## src/rtl/ex_div.sv

```systemverilog
// ex_div: iterative radix-2 restoring divider for DIV/DIVU in the EX stage
//   clk, rst            clock, synchronous active-high reset
//   start_i             division request, held until ready_o
//   signed_div_i        1 = DIV (two's complement), 0 = DIVU
//   opdata1_i/2_i       dividend / divisor
//   annul_i             abort the current operation
//   result_o            {remainder, quotient}, registered
//   ready_o             result valid, registered
//   stallreq_o          start_i & ~ready_o
//   Optional macro DIV_EARLY_OUT_EN: finish in 2 edges when |dividend| < |divisor|
module ex_div #(
    parameter int WIDTH = 32
) (
    input  logic               clk,
    input  logic               rst,
    input  logic               start_i,
    input  logic               signed_div_i,
    input  logic [WIDTH-1:0]   opdata1_i,
    input  logic [WIDTH-1:0]   opdata2_i,
    input  logic               annul_i,
    output logic [2*WIDTH-1:0] result_o,
    output logic               ready_o,
    output logic               stallreq_o
);
    localparam int CW = $clog2(WIDTH + 1);
    typedef enum logic [1:0] {FREE, BYZERO, ON, END} state_t;
    state_t state;
    logic [CW-1:0] cnt;
    logic [2*WIDTH:0] sr;
    logic [WIDTH-1:0] dvs, abs_a, abs_b, quo, rem;
    logic [WIDTH:0] diff;
    logic neg_q, neg_r, early;
    assign abs_a = (signed_div_i && opdata1_i[WIDTH-1]) ? -opdata1_i : opdata1_i;
    assign abs_b = (signed_div_i && opdata2_i[WIDTH-1]) ? -opdata2_i : opdata2_i;
`ifdef DIV_EARLY_OUT_EN
    assign early = abs_a < abs_b;
`else
    assign early = 1'b0;
`endif
    // Borrow out of the widened subtraction marks a failed trial.
    assign diff = {1'b0, sr[2*WIDTH-1:WIDTH]} - {1'b0, dvs};
    assign quo = sr[WIDTH-1:0];
    assign rem = sr[2*WIDTH:WIDTH+1];
    assign stallreq_o = start_i & ~ready_o;
    always_ff @(posedge clk) begin
        if (rst) begin
            state    <= FREE;
            cnt      <= '0;
            result_o <= '0;
            ready_o  <= 1'b0;
        end else begin
            case (state)
                FREE: begin
                    if (start_i && !annul_i) begin
                        if (opdata2_i == '0) begin
                            state <= BYZERO;
                        end else begin
                            state <= ON;
                            dvs   <= abs_b;
                            neg_q <= signed_div_i & (opdata1_i[WIDTH-1] ^ opdata2_i[WIDTH-1]);
                            neg_r <= signed_div_i & opdata1_i[WIDTH-1];
                            // Early out preloads the dividend as the remainder and skips straight to finalize.
                            sr    <= early ? {abs_a, {WIDTH{1'b0}}, 1'b0} : {{WIDTH{1'b0}}, abs_a, 1'b0};
                            cnt   <= early ? CW'(WIDTH) : '0;
                        end
                    end else begin
                        ready_o  <= 1'b0;
                        result_o <= '0;
                    end
                end
                BYZERO: begin
                    if (annul_i) begin
                        state <= FREE;
                    end else begin
                        state    <= END;
                        result_o <= '0;
                        ready_o  <= 1'b1;
                    end
                end
                ON: begin
                    if (annul_i) begin
                        state   <= FREE;
                        ready_o <= 1'b0;
                    end else if (cnt == CW'(WIDTH)) begin
                        state    <= END;
                        result_o <= {neg_r ? -rem : rem, neg_q ? -quo : quo};
                        ready_o  <= 1'b1;
                    end else begin
                        sr  <= diff[WIDTH] ? {sr[2*WIDTH-1:0], 1'b0} : {diff[WIDTH-1:0], sr[WIDTH-1:0], 1'b1};
                        cnt <= cnt + 1'b1;
                    end
                end
                END: begin
                    if (annul_i || !start_i) begin
                        state    <= FREE;
                        ready_o  <= 1'b0;
                        result_o <= '0;
                    end
                end
            endcase
        end
    end
endmodule

```

## config.mk

```make
export PLATFORM = sky130hd
export DESIGN_NAME = ex_div
export DESIGN_NICKNAME = d
export VERILOG_FILES = /design/src/rtl/ex_div.sv
export SDC_FILE = /design/constraint.sdc
export NUM_CORES = 1
export LEC_CHECK = 0
export ABC_AREA = 1
export BUFFER_PORTS_ARGS = -buffer_cell sky130_fd_sc_hd__buf_2
export CELL_PAD_IN_SITES_DETAIL_PLACEMENT = 1
export CELL_PAD_IN_SITES_GLOBAL_PLACEMENT = 1
export CORE_MARGIN = 5
export CORE_UTILIZATION = 39
export CTS_BUF_LIST = sky130_fd_sc_hd__clkbuf_4 sky130_fd_sc_hd__clkbuf_8 sky130_fd_sc_hd__clkbuf_16
export DETAILED_ROUTE_END_ITERATION = 7
export PLACE_DENSITY_LB_ADDON = 0.08
export SLEW_MARGIN = 5
export SYNTH_ARGS = -nofsm -noshare
export SYNTH_HDL_FRONTEND = slang
export SYNTH_SLANG_ARGS = --single-unit
```

## constraint.sdc

```tcl
create_clock -name clk -period 4.6 [get_ports clk]
set_input_delay 0.69 -clock clk [delete_from_list [all_inputs] [get_ports clk]]
set_output_delay 0.69 -clock clk [all_outputs]
set_load 0.02 [all_outputs]
```

# [Word-level counts from Yosys, hierarchy flattened]
# Cells that the tools add are included.
[word_totals] regBits=172 latch_bits=0 ramBits=0 rom_bits=0 out_inout_bits=66 wordCells=83 memories=0
[classes] add_sub_neg=6 n_mul=0 div=0 order_cmp=0 eq_ne=13 shifts=0 n_mux=34 n_bitwise=7 n_reduce_logical=15
[op_table] operator="2-to-1 mux 65 bit" count=5
[op_table] operator="2-to-1 mux 64 bit" count=5
[op_table] operator="one-hot mux 64 bit (4 select lines)" count=1
[op_table] operator="one-hot mux 65 bit (2 select lines)" count=1
[op_table] operator="2-to-1 mux 32 bit" count=4
[op_table] operator="negator 32 bit" count=4
[op_table] operator="subtractor 32 x 32 -> 33 bit" count=1
[op_table] operator="logical NOT 32 bit" count=1
[op_table] operator="2-to-1 mux 6 bit" count=4
[op_table] operator="!= test 2 bit, second input constant" count=8
[op_table] operator="2-to-1 mux 2 bit" count=6
[op_table] operator="one-hot mux 6 bit (2 select lines)" count=1
[op_table] operator="AND reduction 5 bit" count=2
[op_table] operator="one-hot mux 2 bit (4 select lines)" count=1
[op_table] operator="AND reduction 4 bit" count=2
[op_table] operator="adder 6 x 1 -> 6 bit, second input constant" count=1
[op_table] operator="== test 6 bit, second input constant" count=1
[op_table] operator="AND reduction 6 bit" count=1
[op_table] operator="2-to-1 mux 1 bit" count=5
[op_table] operator="== test 2 bit, second input constant" count=2
[op_table] operator="one-hot mux 1 bit (4 select lines)" count=1
[op_table] operator="AND 1 bit" count=3
[op_table] operator="logical AND 1 bit" count=3
[op_table] operator="!= test 3 bit, second input constant" count=1
[op_table] operator="8 further kinds" count=11

# [Logic depth before layout (Yosys ltp)]
# Gate-level depths: netlist (run 1).
[depth] word_depth=5 ltp_mapped=17 ltp_nobuf=16

# [Least setup slack after synthesis (run 1)]
# OpenSTA, ideal clock, no wires.
[synth_timing] kind="input-to-reg" from="input opdata2_i[0]" to="register sr[0] (enable)" arrival_time_ps=4158 required_ps=4112 slack_ps=-46 cell_stages=9 path_buffers=0 path_cell_list="inv_1 -> ha_1 -> nand3_1 -> nor2_1 -> nand2_1 -> nor2_2 -> nand2_2 -> nand3_4 -> nor2_1"
[synth_between] elab_chain_cells=3
[synth_rtl] item="start, declared" line_no="19" rtl="input logic [WIDTH-1:0] opdata2_i,"
[synth_rtl] item="logical NOT 32 bit" line_no="55" rtl="if (opdata2_i == '0) begin"
[synth_rtl] item="!= test 2 bit (no source line)"
[synth_rtl] item="AND reduction 6 bit (no source line)"
[synth_rtl] item="end signal, assigned" line_no="63" rtl="sr <= early ? {abs_a, {WIDTH{1'b0}}, 1'b0} : {{WIDTH{1'b0}}, abs_a, 1'b0};"
[synth_rtl] item="end signal, assigned" line_no="89" rtl="sr <= diff[WIDTH] ? {sr[2*WIDTH-1:0], 1'b0} : {diff[WIDTH-1:0], sr[WIDTH-1:0], 1'b1};"
[synth_rtl] item="end, declared" line_no="29" rtl="logic [2*WIDTH:0] sr;"
# No other way between the ends.
# A chain may end at the register's enable or synchronous reset.

# [Final worst setup path (run 1)]
[layout_timing] from="register state[0]" to="register sr[57] (enable)"
[layout_between] elab_chain_cells=3 elab_cells_between_ends=8 cone_classes="5 x eq/ne; 3 x reduce/logical"
[layout_rtl] item="start, declared" line_no="27" rtl="state_t state;"
[layout_rtl] item="start signal, assigned" line_no="47" rtl="state <= FREE;"
[layout_rtl] item="start signal, assigned" line_no="56" rtl="state <= BYZERO;"
[layout_rtl] item="start signal, assigned" line_no="58" rtl="state <= ON;"
[layout_rtl] item="== test 2 bit or logical NOT 2 bit (tied branches)" line_no="52" rtl="case (state)"
[layout_rtl] item="!= test 2 bit (no source line) or nonzero test 2 bit (tied branches)"
[layout_rtl] item="AND reduction 6 bit (no source line) *"
# Every way passes the cells marked *; elsewhere a longest branch is shown, timed or not.

==> out/metrics.csv, run 1 <==
stage,metric,value,unit
critical_path,worstRegToRegCells,8,
routing,total_wire_length,45430,um
grt,antenna_found_initial,0,
clocking,clkSinkCount,172,
routing,dr_total_vias,13250,
layout,fillerInstances,4516,
routing,dr.first_iter.drc_count,775,
layout,finalCoreUtilization,0.4407,
pwr,internal_power,3956,uW
pwr,p_comb_frac,0.478,
timing,grt_setup_unrepaired,false,
critical_path,maximum_net_fanout_on_the_critical_path,65,
min_path,hold_path.class,primary input to flip-flop,
yosys,syn_inst,2001,
clocking,postCtsSetupRepairBufs,0,
timing,worst_slew_pin_slew,1064,ps
clocking,post_cts_resized,0,
timing,fmaxAchievable,0.3191,GHz
clocking,cts-root-to-sink-buffers,2,
clocking,clock_latency_at_the_later_pin_of_the_worst_skew_pair,450,ps
routing,firstDrtPassIters,5,
timing,timing.final.crit_period,3134,ps
timing,min_period_over_period,0.6814,
grt,grt_max_degree,68,
min_path,worstHoldEndpoint,dvs[0]$_DFFE_PP_,
yosys,syn_nets,2114,
yosys,syn_area_per_cell,6.572,sq um
yosys,ys_dominant_reg_cell,sky130_fd_sc_hd__edfxtp_1,
yosys,number_of_flops_mapped_to_enable_cells_by_yosys,99,
layout,antenna_cells,0,
yosys,synth_seq_cells,172,
min_path,worst_hold_path.num_cells,1,
floorplan,coreArea,33450,sq um
timing,final_critical_path_setup_slack,1466,ps
floorplan,io_pins,135,
floorplan,die_x,193.6,um
critical_path,data_required_critical_path,4670,ps
yosys,post_synth_instance_area,13150,sq um
timing,timing.slew.headroom,0.2905,
routing,wl_per_cell,17.67,um
pwr,power.net_switching,3586,uW
grt,gr-usage-all-layers,0.2391,
placed_design,buffer_ports.inserted,134,
routing,drtAntennaViolNets,0,
placed_design,gpl_wtd_cong,0.8802,
timing,final-setup-viol-count,0,
floorplan,core.rowCount,67,
clocking,htree_num_levels,4,
yosys,synth_cell_type_count,49,
critical_path,startpoint_type,flip-flop,
layout,final-seq-area,4434,sq um
placed_design,pre_cts_slack,1430,ps
routing,post-route-drc-count,0,
clocking,worst_setup_hold_path_clk_slew,60,ps
critical_path,timing.critical_path.arrival,3200,ps
layout,drive_above_1_share,0.1229,
critical_path,cp-end-kind,flip-flop,
critical_path,timing.setup.critical_path_class,flip-flop to flip-flop,
pwr,power_frac_seq,0.329,
critical_path,reg2reg_from,state[0]$_SDFFE_PP0P_,
pwr,p_leak,0.007134,uW
timing,worst_clock_skew,15.98,ps
floorplan,initial_utilization,0.3932,
critical_path,reg2reg_slack,1470,ps
pwr,power.ir.vdd_worst,0.4509,mV
timing,finalHoldViolCount,0,
outcome,status,finished clean,
grt,via_count_of_the_first_global_routing_pass,13440,
min_path,hold_start,opdata2_i[0],
pwr,clock_power_share,0.193,
timing,setup-tns-final,0,ps
layout,areaGrowthSynthToFinish,12.07,%
yosys,yosysWarningCount,0,
grt,first_pass_grt_wire_length,72980,um
clocking,cts.root.buffer_cell,sky130_fd_sc_hd__clkbuf_16,
timing,final_max_slew_viol_count,0,
grt,total_congestion_overflow,0,
clocking,cts_buffers,17,
placed_design,place_hpwl,36450,um
layout,fin_nets,2223,
floorplan,die_area,37490,sq um
pwr,power.density_cell_area,511.7,nW/um^2
pwr,p_sw_frac,0.4755,
clocking,ctsHoldBuffers,0,
layout,area_of_the_multi_input_gates,7277,sq um
yosys,synth_seq_area_share,0.3372,
routing,drt-vias-per-instance,5.155,
flow_run,maxCapViolations,0,
clocking,clock_tree_from_tritoncts,yes,
yosys,ys_async_sr_fraction,0,
critical_path,rr_endpoint,sr[57]$_SDFFCE_PN0P_,
floorplan,die-height,193.6,um
-- layer usage --
layer	track usage	share of wire	wire, um
met1	0.3599	0.51	23150
met2	0.3708	0.43	19740
met3	0.03006	0.044	1994
met4	0.04590	0.012	539
met5	0	0	0
-- power groups by stage --
stage	clock (uW)	combinational, uW	sequential (uW)
global placement	0	3500	2510
detailed placement	0	3590	2520
floorplan	0	2530	2510
finish	1450	3610	2480
CTS	1480	3620	2480
global route	1540	4050	2520
-- per-stage QoR --
stage	total power [uW]	instances	hold WS (ps)	instance area, sq um
4_1_cts	7580	2571	433.3	14740
3_5_place_dp	6110	2539	454.1	14170
2_1_floorplan	5039	2001	464.3	13150
5_1_grt	8120	2571	448.1	14740
3_3_place_gp	6010	2539	450.4	14170
6_report	7542	2571	449.2	14740
-- critical path, cell delays in order (launching register included) --
cell and delay, ps:
sky130_fd_sc_hd__dfxtp_1 380, sky130_fd_sc_hd__inv_1 100, sky130_fd_sc_hd__ha_2 200, sky130_fd_sc_hd__inv_2 740, sky130_fd_sc_hd__nand2_1 110, sky130_fd_sc_hd__nand2_1 220
sky130_fd_sc_hd__nand3_4 160, sky130_fd_sc_hd__nor2_4 100, sky130_fd_sc_hd__buf_4 700
-- synthesized netlist by cell type, drive strengths merged, types with 3 or more instances --
master	n	area [sq um]
nand2	625	2421
clkinv	3	11.26
xor2	43	376.6
or2	8	50.05
nor3	25	135.1
dfxtp	73	1461
ha	43	538.0
o21ai	76	380.4
a21oi	113	576.8
nand4	34	212.7
a21o	3	22.52
o211ai	5	37.54
a22oi	6	45.04
clkbuf	29	108.9
nand3	203	1109
nor2	238	977.2
inv	305	1145
edfxtp	99	2973
xnor2	20	175.2
nand3b	9	67.56
buf	24	190.2
-- registers in the layout, summed over array words and instances (netlist names) --
name      count
sr           65
result_o     64
dvs          32
cnt           6
state         2
neg_q         1
neg_r         1
ready_o       1
-- final cells by class --
cell class / instances / area share
multi-input combinational: 1468 / 0.4937
sequential: 172 / 0.3008
inverter: 308 / 0.07844
timing repair buffer: 143 / 0.05009
tap: 448 / 0.03803
clock buffer: 19 / 0.02988
clock inverter: 13 / 0.008998
-- kinds of logic (layout without fill, tap and decap cells) --
group / after synthesis / after routing / share of synthesized area
XOR/XNOR: 63 / 63 / 0.04196
buffers and inverters: 361 / 483 / 0.1106
AO/OA/AOI/OAI: 213 / 213 / 0.08677
flip-flops: 172 / 172 / 0.3372
AND/OR/NAND/NOR: 1148 / 1148 / 0.3810
adder cells (fa/ha/maj): 44 / 44 / 0.04243
-- cells in the final DEF, fill, tap and decap left out, types with 3 or more instances in the layout --
cell	instances
sky130_fd_sc_hd__edfxtp_1	99
sky130_fd_sc_hd__inv_6	4
sky130_fd_sc_hd__xnor2_1	20
sky130_fd_sc_hd__buf_4	9
sky130_fd_sc_hd__clkinv_4	4
sky130_fd_sc_hd__inv_2	12
sky130_fd_sc_hd__inv_1	293
sky130_fd_sc_hd__nand3b_1	9
sky130_fd_sc_hd__nor3_2	3
sky130_fd_sc_hd__or2_2	7
sky130_fd_sc_hd__dfxtp_1	73
sky130_fd_sc_hd__clkbuf_16	17
sky130_fd_sc_hd__nand2_4	4
sky130_fd_sc_hd__ha_1	42
sky130_fd_sc_hd__nand3_2	16
sky130_fd_sc_hd__a21oi_2	3
sky130_fd_sc_hd__a22oi_1	6
sky130_fd_sc_hd__xor2_1	43
sky130_fd_sc_hd__nand3_1	186
sky130_fd_sc_hd__o21ai_0	72
sky130_fd_sc_hd__o21ai_1	4
sky130_fd_sc_hd__a21o_1	3
sky130_fd_sc_hd__nor2_2	15
sky130_fd_sc_hd__nor3_1	22
sky130_fd_sc_hd__a21oi_1	110
sky130_fd_sc_hd__nor2_1	217
sky130_fd_sc_hd__buf_2	134
sky130_fd_sc_hd__nand4_1	34
sky130_fd_sc_hd__nor2_4	5
sky130_fd_sc_hd__nand2_2	18
sky130_fd_sc_hd__nand2_1	603
sky130_fd_sc_hd__clkinv_1	3
sky130_fd_sc_hd__o211ai_1	5
-- how the worst max path moves through the flow --
stage | startpoint | end | slack (ps) | cells after the start
after global placement | state[0]$_SDFFE_PP0P_ | sr[20]$_DFFE_PP_ | 1550 | 8
after detailed placement | state[0]$_SDFFE_PP0P_ | sr[63]$_SDFFCE_PN0P_ | 1430 | 8
after global routing | state[0]$_SDFFE_PP0P_ | sr[49]$_SDFFCE_PN0P_ | 1140 | 8
after CTS | state[0]$_SDFFE_PP0P_ | sr[57]$_SDFFCE_PN0P_ | 1430 | 8
final | state[0]$_SDFFE_PP0P_ | sr[57]$_SDFFCE_PN0P_ | 1470 | 8
after floorplan | opdata2_i[0] | dvs[0]$_DFFE_PP_ | 580 | 7
No activity file was read; power rests on OpenSTA's default activity.
==> run 2: changes to the inputs <==
- clock period: 4.6 -> 2.56 ns (I/O delays scaled with it)
==> run 2 against run 1 <==
Cell count is 2.1% higher. Non-clock buffer count is 53 higher. Utilization increased by 1.8 points. Sequential share of layout area shrank 1.2 points. Register-to-register slack worse by 1300 ps. Highest routed layer unchanged.
==> out/metrics.csv, run 2 (same netlist as run 1, synthesis figures left out) <==
stage,metric,value,unit,change
timing,timing.slew.headroom,0.5456,,+0.2551
pwr,clock_power_share,0.190,,-0.003
clocking,clock_latency_at_the_later_pin_of_the_worst_skew_pair,460,ps,about the same
critical_path,reg2reg_from,sr[32]$_DFFE_PP_,,
critical_path,crit_path_end,sr[55]$_SDFFCE_PN0P_,,
timing,fmaxAchievable,0.4135,GHz,+30%
pwr,power.net_switching,6586,uW,+84%
clocking,clkSinkCount,172,,unchanged
routing,total_wire_length,45960,um,+1.2%
critical_path,cp-end-kind,flip-flop,,
floorplan,initial_utilization,0.3932,,unchanged
layout,drive_above_1_share,0.1493,,+0.02635
clocking,htree_num_levels,4,,unchanged
timing,finalHoldViolCount,0,,unchanged
layout,final_cell_count_no_fill,2625,,+2.1%
pwr,power_frac_seq,0.301,,-0.028
placed_design,buffer_ports.inserted,134,,unchanged
flow_run,maxCapViolations,0,,unchanged
timing,worst_slew_pin_slew,681.6,ps,-382.6 ps
pwr,p_leak,0.007442,uW,+4.3%
layout,fin_nets,2277,,+2.4%
floorplan,core.rowCount,67,,unchanged
critical_path,data_required_critical_path,2770,ps,-1900 ps
floorplan,die-height,193.6,um,unchanged
floorplan,coreArea,33450,sq um,unchanged
layout,layout.cells.most_common_list,"602 x sky130_fd_sc_hd__nand2_1, 291 x sky130_fd_sc_hd__inv_1, 216 x sky130_fd_sc_hd__nor2_1",,
layout,largest_reg_flops,65,,unchanged
critical_path,startpoint,sr[32]$_DFFE_PP_,,
clocking,cts.root.buffer_cell,sky130_fd_sc_hd__clkbuf_16,,
timing,min_period_over_period,0.9447,,+0.2634
layout,layout_top_registers,"sr x65, result_o x64, dvs x32",,
layout,layout_commonest_cell,sky130_fd_sc_hd__nand2_1,,
layout,finalCoreUtilization,0.4586,,+0.01799
critical_path,timing.setup.critical_path_class,flip-flop to flip-flop,,
floorplan,die_x,193.6,um,unchanged
placed_design,gpl_wtd_cong,0.8993,,+2.2%
critical_path,cp_slowest_stage_delay,370,ps,-370 ps
pwr,finalPower,14300,uW,+90%
placed_design,dpl.cell_count,2587,,+1.9%
layout,top_register,sr,,
critical_path,worstRegToRegCells,16,,+8
critical_path,most_frequent_cell_on_the_critical_path,sky130_fd_sc_hd__nand2_2,,
routing,dr.first_iter.drc_count,831,,+7.2%
layout,post-route-cell-area,15340,sq um,+4.1%
clocking,worst_setup_hold_path_clk_slew,70,ps,about the same
routing,firstDrtPassIters,5,,unchanged
critical_path,rr_endpoint,sr[55]$_SDFFCE_PN0P_,,
pwr,internal_power,7715,uW,+95%
timing,worst_clock_skew,17.02,ps,+1.036 ps
floorplan,die_area,37490,sq um,unchanged
clocking,clock_tree_from_tritoncts,yes,,
critical_path,timing.critical_path.arrival,2630,ps,-570 ps
routing,wl_per_cell,17.51,um,-0.90%
placed_design,postPlaceCellArea,14610,sq um,+3.1%
outcome,status,finished clean,,
grt,antenna_found_initial,0,,unchanged
pwr,power.ir.vdd_worst,0.6470,mV,+43%
clocking,cts-root-to-sink-buffers,2,,unchanged
layout,fillerInstances,4466,,-1.1%
layout,areaGrowthSynthToFinish,16.65,%,
grt,grt_max_degree,66,,-2.9%
grt,gr-usage-all-layers,0.2399,,+0.0007802
timing,final_max_slew_viol_count,0,,unchanged
grt,via_count_of_the_first_global_routing_pass,13550,,+0.82%
grt,first_pass_grt_wire_length,73100,um,+0.16%
clocking,cts_buffers,17,,unchanged
floorplan,io_pins,135,,unchanged
timing,setup-tns-final,0,ps,unchanged
pwr,p_sw_frac,0.4605,,-0.01494
routing,post-route-drc-count,0,,unchanged
timing,grt_setup_unrepaired,true,,
critical_path,maximum_net_fanout_on_the_critical_path,7,,-89%
routing,drt-vias-per-instance,5.127,,-0.55%
critical_path,reg2reg_slack,140,ps,-1320 ps
critical_path,timing.critical_path.cells,"inv_1, ha_1, fa_2, inv_2, nand3_1, nand3_2, nand2_2, nand2_4, nand2_2, nand2_2, nand2_4, nand2_8, buf_12, nand3_2, nand2_1, inv_1",,
layout,antenna_cells,0,,unchanged
routing,dr_total_vias,13460,,+1.5%
pwr,p_comb_frac,0.509,,+0.031
timing,timing.final.crit_period,2418,ps,-715.8 ps
min_path,hold_path.class,primary input to flip-flop,,
critical_path,startpoint_type,flip-flop,,
pwr,power.density_cell_area,932.2,nW/um^2,+82%
routing,drtAntennaViolNets,0,,unchanged
placed_design,place_hpwl,36860,um,+1.1%
grt,total_congestion_overflow,0,,unchanged
timing,final-setup-viol-count,0,,unchanged
critical_path,cp_slowest_cell,sky130_fd_sc_hd__fa_2,,
run 2: cell types whose count changed in the layout (fill, tap and decap cells not counted), sizes merged:
cell,previous run,this run
buf,143,195
clkbuf,19,21
clkinv,9,7
clkinvlp,0,2
inv,311,309
bufinv,1,2
nand2,625,626
run 2: timing repair:
action,CTS,global route
cloned,0,2
resized for setup,1,12
setup buffers,0,4
setup endpoints to repair,6,66
hold buffers,0,0
pin swaps,0,2
run 2: power by group through the flow:
| stage | logic (uW) | clock network, uW | registers (uW) |
|---|---|---|---|
| after global routing | 8110 | 2860 | 4380 |
| final | 7280 | 2710 | 4310 |
| after floorplan | 4580 | 0 | 4500 |
| after global placement | 6890 | 0 | 4340 |
| after CTS | 7110 | 2750 | 4310 |
| after detailed placement | 7050 | 0 | 4360 |
run 2: layout make-up:
type                            count  area (sq um)  area share
Inverter                          308          1159     0.07552
Multi-Input combinational cell   1469          7357      0.4796
Timing Repair Buffer              196          1231     0.08025
Sequential cell                   172          4436      0.2891
Tap cell                          448         560.5     0.03654
Clock buffer                       20         465.4     0.03034
Clock inverter                     12         132.6    0.008645
run 2: worst min path at each step:
| stage | start | depth (start not counted) | slack, ps | end |
|---|---|---|---|---|
| after floorplan | cnt[5]$_SDFFE_PP0P_ | 2 | 460 | cnt[5]$_SDFFE_PP0P_ |
| after global placement | result_o[43]$_SDFFE_PP0P_ | 2 | 450 | result_o[43]$_SDFFE_PP0P_ |
| after detailed placement | result_o[43]$_SDFFE_PP0P_ | 2 | 450 | result_o[43]$_SDFFE_PP0P_ |
| after CTS | opdata2_i[0] | 1 | 120 | dvs[0]$_DFFE_PP_ |
| after global routing | opdata2_i[0] | 1 | 140 | dvs[0]$_DFFE_PP_ |
| final | opdata2_i[0] | 1 | 150 | dvs[0]$_DFFE_PP_ |
run 2: layer usage:
layer  GRT usage  vias to the layer above  part of all wire
met2      0.3808                      268              0.44
met3     0.03371                       38             0.043
met4     0.04878                        0             0.014
met1      0.3503                     6445              0.50
met5           0                        -                 0
li1            -                     6707                 -
run 2: per-stage QoR:
step / setup slack, ps / hold slack [ps]
6_report: 141.5 / 146.1
5_1_grt: -17.84 / 137.9
4_1_cts: 5.509 / 124.6
3_5_place_dp: -19.43 / 452.7
3_3_place_gp: 155.1 / 450.2
2_1_floorplan: 3.361 / 464.3
run 2: worst max-delay path, delay by kind of cell, from the launching register on:
kind	cells	cell delay [ps]
adders and majority gates	2	590
buffers and inverters	4	340
DFF	1	360
and+or+nand+nor	10	880
==> run 3: changes to the inputs <==
--- a/config.mk
+++ b/config.mk
@@ -15,4 +15,5 @@
 export DETAILED_ROUTE_END_ITERATION = 7
 export PLACE_DENSITY_LB_ADDON = 0.08
+export RECOVER_POWER = 25
 export SLEW_MARGIN = 5
 export SYNTH_ARGS = -nofsm -noshare
==> constraint.sdc (replaced) <==
create_clock -name clk -period 2.56 [get_ports clk]
set_input_delay 0.384 -clock clk [delete_from_list [all_inputs] [get_ports clk]]
set_output_delay 0.384 -clock clk [all_outputs]
set_load 0.1 [all_outputs]
==> run 3 against run 2 <==
Combinational power is 18% higher. First-iteration DRC count decreased by 10%. Clock skew is 1.7 ps lower. Flip-flop and latch count unchanged. Register-to-register slack about the same. Critical path depth is the same. Non-clock buffer count unchanged. Count of clock-buffer cells in the layout unchanged. Via count rose by 0.12%. Cell area decreased by 0.66%. Sequential share of layout area grew 0.19 points. Die area stayed put. Largest power group unchanged.
==> out/metrics.csv, run 3 (same netlist as run 1, synthesis figures left out) <==
stage,metric,value,unit,change
critical_path,startpoint_type,flip-flop,,
timing,finalHoldViolCount,0,,unchanged
routing,dr_total_vias,13470,,+0.12%
floorplan,die-height,193.6,um,unchanged
critical_path,timing.critical_path.cells,"inv_1, ha_1, fa_2, inv_2, nand3_1, nand3_2, nand2_2, nand2_4, nand2_2, nand2_2, nand2_4, nand2_8, buf_12, nand3_2, nand2_1, inv_1",,
clocking,worst_setup_hold_path_clk_slew,70,ps,about the same
grt,via_count_of_the_first_global_routing_pass,13550,,unchanged
routing,wl_per_cell,17.51,um,about the same
critical_path,cp_top_family,simple AND/OR/NAND/NOR gates,,
min_path,hold_path.class,primary input to flip-flop,,
layout,layout_top_registers,"sr x65, result_o x64, dvs x32",,
timing,min_period_over_period,0.9444,,about the same
placed_design,gpl_wtd_cong,0.8993,,unchanged
grt,antenna_found_initial,0,,unchanged
timing,timing.final.crit_period,2418,ps,-0.8290 ps
layout,fin_nets,2277,,unchanged
clocking,clock_latency_at_the_later_pin_of_the_worst_skew_pair,460,ps,about the same
routing,post-route-drc-count,0,,unchanged
layout,layout_commonest_cell,sky130_fd_sc_hd__nand2_1,,
min_path,worst_hold_path.num_cells,1,,unchanged
timing,timing.slew.headroom,0.2120,,-0.3336
grt,grt_max_degree,66,,unchanged
timing,grt_setup_unrepaired,true,,
critical_path,rr_endpoint,sr[55]$_SDFFCE_PN0P_,,
critical_path,reg2reg_from,sr[32]$_DFFE_PP_,,
floorplan,core.rowCount,67,,unchanged
min_path,hold_start,opdata2_i[0],,
critical_path,timing.critical_path.arrival,2630,ps,about the same
routing,total_wire_length,45960,um,about the same
clocking,cts.root.buffer_cell,sky130_fd_sc_hd__clkbuf_16,,
critical_path,reg2reg_slack,140,ps,about the same
floorplan,die_area,37490,sq um,unchanged
pwr,finalPower,15590,uW,+9.0%
placed_design,buffer_ports.inserted,134,,unchanged
layout,drive_above_1_share,0.1240,,-0.02526
layout,fillerInstances,4491,,+0.56%
layout,layout.cells.most_common_list,"602 x sky130_fd_sc_hd__nand2_1, 291 x sky130_fd_sc_hd__inv_1, 218 x sky130_fd_sc_hd__nor2_1",,
layout,top_register,sr,,
placed_design,place_hpwl,36860,um,unchanged
min_path,worstHoldEndpoint,dvs[0]$_DFFE_PP_,,
flow_run,maxCapViolations,0,,unchanged
critical_path,most_frequent_cell_on_the_critical_path,sky130_fd_sc_hd__nand2_2,,
pwr,p_leak,0.007226,uW,-2.9%
critical_path,cp_slowest_cell,sky130_fd_sc_hd__fa_2,,
timing,fmaxAchievable,0.4136,GHz,about the same
grt,total_congestion_overflow,0,,unchanged
pwr,power.density_cell_area,1023,nW/um^2,+9.8%
floorplan,die_x,193.6,um,unchanged
timing,final_max_slew_viol_count,0,,unchanged
critical_path,worstPathBufferInverterCount,4,,unchanged
clocking,cts_buffers,17,,unchanged
routing,drtAntennaViolNets,0,,unchanged
critical_path,timing.setup.critical_path_class,flip-flop to flip-flop,,
routing,drt-vias-per-instance,5.133,,+0.12%
timing,worst_slew_pin_slew,1187,ps,+505.4 ps
routing,dr.first_iter.drc_count,744,,-10%
timing,final_critical_path_setup_slack,142.4,ps,+0.8290 ps
critical_path,data_required_critical_path,2770,ps,about the same
timing,worst_clock_skew,15.34,ps,-1.676 ps
clocking,clkSinkCount,172,,unchanged
floorplan,io_pins,135,,unchanged
floorplan,initial_utilization,0.3932,,unchanged
layout,area_of_the_multi_input_gates,7335,sq um,-0.31%
floorplan,coreArea,33450,sq um,unchanged
routing,firstDrtPassIters,5,,unchanged
grt,first_pass_grt_wire_length,73100,um,unchanged
timing,final-setup-viol-count,0,,unchanged
critical_path,cp_slowest_stage_delay,370,ps,about the same
clocking,clock_tree_from_tritoncts,yes,,
critical_path,worstRegToRegCells,16,,unchanged
layout,areaGrowthSynthToFinish,15.88,%,
layout,largest_reg_flops,65,,unchanged
critical_path,maximum_net_fanout_on_the_critical_path,7,,unchanged
layout,final-seq-area,4436,sq um,unchanged
placed_design,pre_cts_slack,-19.43,ps,unchanged
outcome,status,finished clean,,
clocking,htree_num_levels,4,,unchanged
pwr,power.ir.vdd_worst,1.154,mV,+78%
critical_path,cp-end-kind,flip-flop,,
grt,gr-usage-all-layers,0.2399,,unchanged
layout,antenna_cells,0,,unchanged
clocking,cts-root-to-sink-buffers,2,,unchanged
==> run 3: changes by cell type in the layout (fill, tap and decap cells not counted), sizes merged <==
cell	delta
clkbuf	+52
buf	-52
==> run 3: cell type report <==
class,count,area share
Clock inverter,12,0.008703
Tap cell,448,0.03678
Timing Repair Buffer,196,0.07562
Clock buffer,20,0.03054
Multi-Input combinational cell,1469,0.4813
Sequential cell,172,0.2911
Inverter,308,0.07603
==> run 3: how the worst max path moves through the flow <==
stage	start	to	slack [ps]	depth (start not counted)
2_1_floorplan	opdata2_i[0]	sr[0]$_SDFFCE_PN0P_	3	9
3_3_place_gp	sr[32]$_DFFE_PP_	sr[61]$_SDFFCE_PN0P_	160	16
3_5_place_dp	sr[32]$_DFFE_PP_	sr[44]$_SDFFCE_PN0P_	-20	16
4_1_cts	sr[32]$_DFFE_PP_	sr[44]$_SDFFCE_PN0P_	6	16
5_1_grt	sr[32]$_DFFE_PP_	sr[46]$_SDFFCE_PN0P_	-20	16
6_report	sr[32]$_DFFE_PP_	sr[55]$_SDFFCE_PN0P_	140	16
==> run 3: power breakdown <==
| group | internal (uW) | switching [uW] | leakage, uW |
|---|---|---|---|
| registers | 3780 | 534 | 0.00151 |
| clock network | 1530 | 1190 | 0.000295 |
| logic | 2350 | 6220 | 0.00542 |
| total | 7660 | 7940 | 0.00723 |
==> run 3: layer usage <==
layer	global-route usage	share of wire	vias to the layer above
met5	0	0	-
met4	0.04878	0.015	0
met2	0.3808	0.44	268
met3	0.03371	0.043	40
met1	0.3503	0.50	6458
li1	-	-	6708
==> run 3: stage by stage <==
stage                     utilization  std cells  setup TNS (ps)  hold slack (ps)  area (sq um)
after floorplan                     -       2001               0            464.3         13200
after global placement         0.4367       2587               0            450.2         14610
after detailed placement       0.4367       2587          -58.38            452.7         14610
after CTS                      0.4548       2619               0            124.6         15210
after global routing           0.4556       2625          -46.56            191.1         15240
final                          0.4556       2625               0            184.3         15240
==> run 3: timing repair <==
| action | in CTS | in global routing |
|---|---|---|
| gates cloned | 0 | 2 |
| resized for setup | 1 | 12 |
| setup buffers | 0 | 4 |
| pin swaps | 0 | 2 |
| hold buffers | 0 | 0 |
| setup endpoints to repair | 6 | 66 |
